--- src/rtl/fifo_skew_bank.sv ---
// Parallel-load per-channel shift registers drained as a skewed wavefront into a systolic array.
// Outputs are combinational from registered state; stall freezes the drain.
module fifo_skew_bank #(
   parameter int CHANNELS = 8,
   parameter int DEPTH    = 8,
   parameter int BITS     = 8,
   parameter bit SKEW_EN  = 1'b1
) (
   input  logic                                     clk,
   input  logic                                     rst_n,
   input  logic                                     ld,
   input  logic [CHANNELS-1:0][DEPTH-1:0][BITS-1:0] ld_data,
   input  logic                                     start,
   input  logic                                     stall,
   output logic [CHANNELS-1:0][BITS-1:0]            q,
   output logic [CHANNELS-1:0]                      q_valid,
   output logic                                     busy,
   output logic                                     done
);

   localparam int L  = DEPTH + (SKEW_EN ? CHANNELS - 1 : 0);
   localparam int TW = (L > 1) ? $clog2(L) : 1;

   typedef enum logic {IDLE, DRAIN} state_t;

   state_t                                  state, state_nx;
   logic [TW-1:0]                           t, t_nx;
   logic                                    done_nx;
   logic [CHANNELS-1:0]                     active;
   logic [CHANNELS-1:0][DEPTH-1:0][BITS-1:0] regs;

   // Channel c is live for DEPTH counter values starting at its skew offset.
   always_comb begin
      active = '0;
      for (int c = 0; c < CHANNELS; c++) begin
         int oc;
         oc = SKEW_EN ? c : 0;
         active[c] = (32'(t) >= oc) && (32'(t) < oc + DEPTH);
      end
   end

   always_comb begin
      state_nx = state;
      t_nx     = t;
      done_nx  = 1'b0;
      case (state)
         IDLE: begin
            if (!ld && start) begin
               state_nx = DRAIN;
               t_nx     = '0;
            end
         end
         DRAIN: begin
            if (!stall) begin
               if (t == TW'(L - 1)) begin
                  state_nx = IDLE;
                  t_nx     = '0;
                  done_nx  = 1'b1;
               end else begin
                  t_nx = t + TW'(1);
               end
            end
         end
         default: state_nx = IDLE;
      endcase
   end

   always_ff @(posedge clk or negedge rst_n) begin
      if (!rst_n) begin
         state <= IDLE;
         t     <= '0;
         done  <= 1'b0;
      end else begin
         state <= state_nx;
         t     <= t_nx;
         done  <= done_nx;
      end
   end

   always_ff @(posedge clk or negedge rst_n) begin
      if (!rst_n) begin
         regs <= '0;
      end else if (state == IDLE && ld) begin
         regs <= ld_data;
      end else if (state == DRAIN && !stall) begin
         for (int c = 0; c < CHANNELS; c++) begin
            if (active[c]) begin
               for (int e = 0; e < DEPTH - 1; e++) regs[c][e] <= regs[c][e+1];
               regs[c][DEPTH-1] <= '0;
            end
         end
      end
   end

   assign busy    = (state == DRAIN);
   assign q_valid = active & {CHANNELS{busy}};

   always_comb begin
      for (int c = 0; c < CHANNELS; c++)
         q[c] = q_valid[c] ? regs[c][0] : '0;
   end

endmodule
--- config.mk ---
export PLATFORM = sky130hd
export DESIGN_NAME = fifo_skew_bank
export DESIGN_NICKNAME = d
export VERILOG_FILES = /design/src/rtl/fifo_skew_bank.sv
export SDC_FILE = /design/constraint.sdc
export NUM_CORES = 1
export LEC_CHECK = 0
export ABC_AREA = 1
export BUFFER_PORTS_ARGS = -buffer_cell sky130_fd_sc_hd__buf_2
export CORE_AREA = 2 2 229 231
export CTS_BUF_LIST = sky130_fd_sc_hd__clkbuf_2
export CTS_CLUSTER_SIZE = 20
export DETAILED_ROUTE_END_ITERATION = 8
export DIE_AREA = 0 0 231 233
export GPL_TIMING_DRIVEN = 0
export PLACE_DENSITY = 0.73
export SYNTH_ARGS = -nofsm -noshare
export SYNTH_HDL_FRONTEND = slang
export SYNTH_SLANG_ARGS = --single-unit
export TNS_END_PERCENT = 20
--- constraint.sdc ---
create_clock -name clk -period 2.3 [get_ports clk]
set_input_delay 0.46 -clock clk [delete_from_list [all_inputs] [get_ports clk]]
set_output_delay 0.46 -clock clk [all_outputs]
set_load 0.02 [all_outputs]
==> results of run 1 <==
[synthesized netlist by cell type (all sizes together)]
cell type     n  area, um2
buf         150        843
inv         366       1380
nand3       133        671
clkbuf       71        267
nor3          1       5.00
nand3b        1       7.51
o21bai        8       60.1
nand2      1206       4540
o211ai       56        420
a21oi        15       75.1
nor2         92        378
a21boi        2       15.0
ha            8        100
xor2          1       8.76
o21ai       658       3310
or2          48        300
dfrtp       518      13000
nand4         1       6.26
[logic make-up after synthesis]
| logic type | share of synthesized area, % |
|---|---|
| simple gates | 23.3 |
| fa+ha+maj | 0.395 |
| compound gates | 15.3 |
| xor+xnor | 0.0346 |
| buf+inv | 9.83 |
| flops | 51.1 |
[metrics by stage]
stage               std cells  instance area (um2)  worst slack (ps)  util (%)  TNS [ps]
global placement         4605                29200             -9990      57.1  -5144890
detailed placement       4609                29300              -245      57.3     -4510
floorplan                3335                25300              32.7         -         0
==> flow_summary.ini, run 1 <==
[run_status]
status = stopped before the end
haltStage = clock tree synthesis (4_1_cts)
firstError = [ERROR RSZ-0060] Max buffer count reached.

[clock_tree]
cts_buffer_depth = 3
numCtsBuffers = 138
cts_root_buf = clkbuf_2
post_cts_buffers = 15
cts_resized = 140
htree_levels = 4
cts.sinks = 518
ctsHoldBuffers = 971

[floorplanning]
die_height_um = 233
initial_core_util_pct = 49.6
rows = 83
fp.dieW_um = 231
io_pins = 591

[placement]
routabilityCongestion = 0.934
dp_hpwl_um = 62300
port_buffers = 590

[synth]
ys_seq_elements = 518
synth.cell_area_um2 = 25300
syn_area_per_cell_um2 = 7.60
yosysWarnings = 0
synth_seq_area_share_pct = 51.1
syn-instance-count = 3335
syn-num-nets = 3860
synth.distinct_cells = 31
==> run 2, diff against run 1 <==
--- a/config.mk
+++ b/config.mk
@@ -7,13 +7,11 @@
 export LEC_CHECK = 0
 export ABC_AREA = 1
 export BUFFER_PORTS_ARGS = -buffer_cell sky130_fd_sc_hd__buf_2
-export CORE_AREA = 2 2 229 231
-export CTS_BUF_LIST = sky130_fd_sc_hd__clkbuf_2
-export CTS_CLUSTER_SIZE = 20
+export CORE_MARGIN = 2
+export CORE_UTILIZATION = 40
 export DETAILED_ROUTE_END_ITERATION = 8
-export DIE_AREA = 0 0 231 233
 export GPL_TIMING_DRIVEN = 0
-export PLACE_DENSITY = 0.73
+export PLACE_DENSITY_LB_ADDON = 0.15
 export SYNTH_ARGS = -nofsm -noshare
 export SYNTH_HDL_FRONTEND = slang
 export SYNTH_SLANG_ARGS = --single-unit
==> run 2 against run 1 <==
The flow now finishes, with violations (negative setup slack). Synthesized area is the same. Synthesized cell count unchanged.
==> flow_summary.ini, run 2 <==
[timing]
finalWorstSetupSlack_ps = -390
min_period_over_period_pct = 117
rsz0062_at_grt = true
period_minus_slack_ps = 2690
slew_violations = 0
setup_viol = 75
max_slew.worst_pin.slew_ps = 673
slew_headroom_pct = 55.1
finalHoldViolCount = 0
finClkSkew_ps = 26.3
timing.hold.ws_ps = 38.2
fmax_mhz = 372

[clock_tree]
path_clk_slew_ps = 60
numCtsBuffers = 58
insertion_delay_ps = 620
cts_buffer_depth = 3
cts_root_buf = clkbuf_16
cts.sinks = 518
cts_tree = done
htree_levels = 2

[layout]
syn_to_final_growth_pct = 29.1
largest_reg_flops = 512
mostFrequentLayoutCell = nand2_1
drive_gt1_share_pct = 25.0
reg_top3 = regs x512, t x4
layout_common_cells = nand2_1 (1198), buf_2 (650), dfrtp_1 (515)
top_register = regs
nNetsFinal = 4542

[placement]
routabilityCongestion = 0.872
port_buffers = 590
dp_hpwl_um = 66000

[synth]
synth_common_cells = nand2_1 (1204), dfrtp_1 (518), o21ai_0 (511), inv_1 (361), o21ai_1 (144)
yosys.cell_count.top_type = nand2_1
synth_edf_count = 0
synth.distinct_cells = 31
async_flop_share_pct = 100
synth_seq_area_share_pct = 51.1
syn-instance-count = 3335
synthFlopType = dfrtp_1
syn_area_per_cell_um2 = 7.60
synth.cell_area_um2 = 25300
synth.top_cell.area_share_pct = 51.1
synth_area_leaders = dfrtp_1 (51%), nand2_1 (18%), o21ai_0 (10%)
syn-num-nets = 3860
synth_top_area_cell = dfrtp_1
yosysWarnings = 0
ys_seq_elements = 518

[drt]
vias_per_cell = 4.87
routed_wl_um = 89100
num_vias = 24000
antenna_left = 0
drtIter0Drc = 1908
wire_per_inst_um = 18.1
drt_first_pass_iters = 5
drcViolationCount = 0

[min_path]
min_to = regs[440]
hold_class = primary input to flip-flop
hold_depth = 3
hp-start = ld_data[440]

[worst_setup_path]
critPathMaxFanout = 8
crit_family = buffers and inverters
cp-end-kind = output pin
rr_startpoint = t[3]
cp_slowest_stage_delay_ps = 430
critPathBufInv = 5
cp_data_arrival_time_ps = 2230
crit_chain = buf_4 > ha_4 > inv_4 > nand3_4 > nor2_4 > clkinvlp_4 > buf_12 > nor2_2 > buf_6
critPathKind = flip-flop to output pin
r2r-end = regs[70]
startpoint_type = flip-flop
critPathSlowestCell = dfrtp_2
reg2reg_setup_slack_ps = -10
required_ps = 1840
worstSetupPathDepth = 9
r2r_cells = 10

[floorplanning]
io_pins = 591
fp.coreArea_um2 = 62900
die_height_um = 256
initial_core_util_pct = 40.3
dieArea_um2 = 65400
rows = 92
fp.dieW_um = 256

[pwr]
leakage_nw = 16.5
report.power.total_w = 0.0374
peakVddDrop_v = 0.000611
powerDensity_nw_per_um2 = 1140

[global_routing]
grt.total_usage_pct = 26.8
grt_max_degree = 117
grt_pass1_wl_um = 137000
grt_antenna_before_repair = 30
grt_pass1_vias = 23800
grt.overflow.total = 0

[run]
cap_violations = 0

[run_status]
status = complete, but fails checks
violations = negative setup slack
run 2: where the power goes:
group          total [W]  switching (W)  internal (W)
registers         0.0132        0.00106        0.0121
logic             0.0142        0.00898       0.00520
clock network     0.0100        0.00386       0.00617
total             0.0374         0.0139        0.0235
run 2: worst max-delay path by stage:
| stage | end | slack, ps | from |
|---|---|---|---|
| after floorplan | q[16] | 30 | t[2] |
| after global placement | regs[402] | -10440 | rst_n |
| after detailed placement | q[29] | -410 | t[3] |
| after CTS | q[22] | -390 | t[3] |
| after global routing | q[61] | -480 | t[2] |
| final | q[16] | -390 | t[2] |
run 2: repair_timing:
action                                  4_1_cts  5_1_grt
gates cloned                                  3        0
buffers inserted                             19        5
hold buffers                                  1        0
pin swaps                                    23       19
endpoints found under the setup margin       73      178
gates resized for setup                     189       70
hold endpoints to repair                     71        0
run 2: final cells by class:
type | instances | area (um2)
Multi-Input combinational cell | 2233 | 10400
Buffer | 221 | 1140
Fill cell | 6265 | 30100
Clock buffer | 90 | 1860
Inverter | 366 | 1410
Tap cell | 846 | 1060
Antenna cell | 25 | 62.6
Clock inverter | 16 | 230
Sequential cell | 518 | 13000
Timing Repair Buffer | 619 | 3600
run 2: cells by family after synthesis:
logic type / synth area share, %
simple gates: 23.3
compound gates: 15.3
buf+inv: 9.83
flops: 51.1
fa+ha+maj: 0.395
xor+xnor: 0.0346
run 2: through the flow:
stage | cell area [um2] | instances | worst slack (ps) | utilization, % | setup TNS, ps
3_5_place_dp | 29500 | 4775 | -411 | 46.9 | -7930
5_1_grt | 32700 | 4925 | -477 | 52.0 | -26500
2_1_floorplan | 25300 | 3335 | 32.7 | - | 0
6_report | 32700 | 4934 | -390 | 52.1 | -17640
4_1_cts | 32400 | 4904 | -391 | 51.6 | -17700
3_3_place_gp | 29400 | 4771 | -10440 | 46.7 | -5369870
run 2: routing by layer:
| metal | vias to the layer above | track usage (%) | part of all wire [%] |
|---|---|---|---|
| met5 | - | 0 | 0.19 |
| met4 | 24 | 8.95 | 3.0 |
| met3 | 156 | 4.22 | 5.7 |
| met2 | 653 | 44.9 | 48 |
| met1 | 11300 | 35.6 | 43 |
| li1 | 11900 | - | - |
run 2: worst min-delay path: stages:
cell,delay [ps]
buf_2,70
nand2_1,40
nand2_1,50
Power figures use the tool's default switching activity.
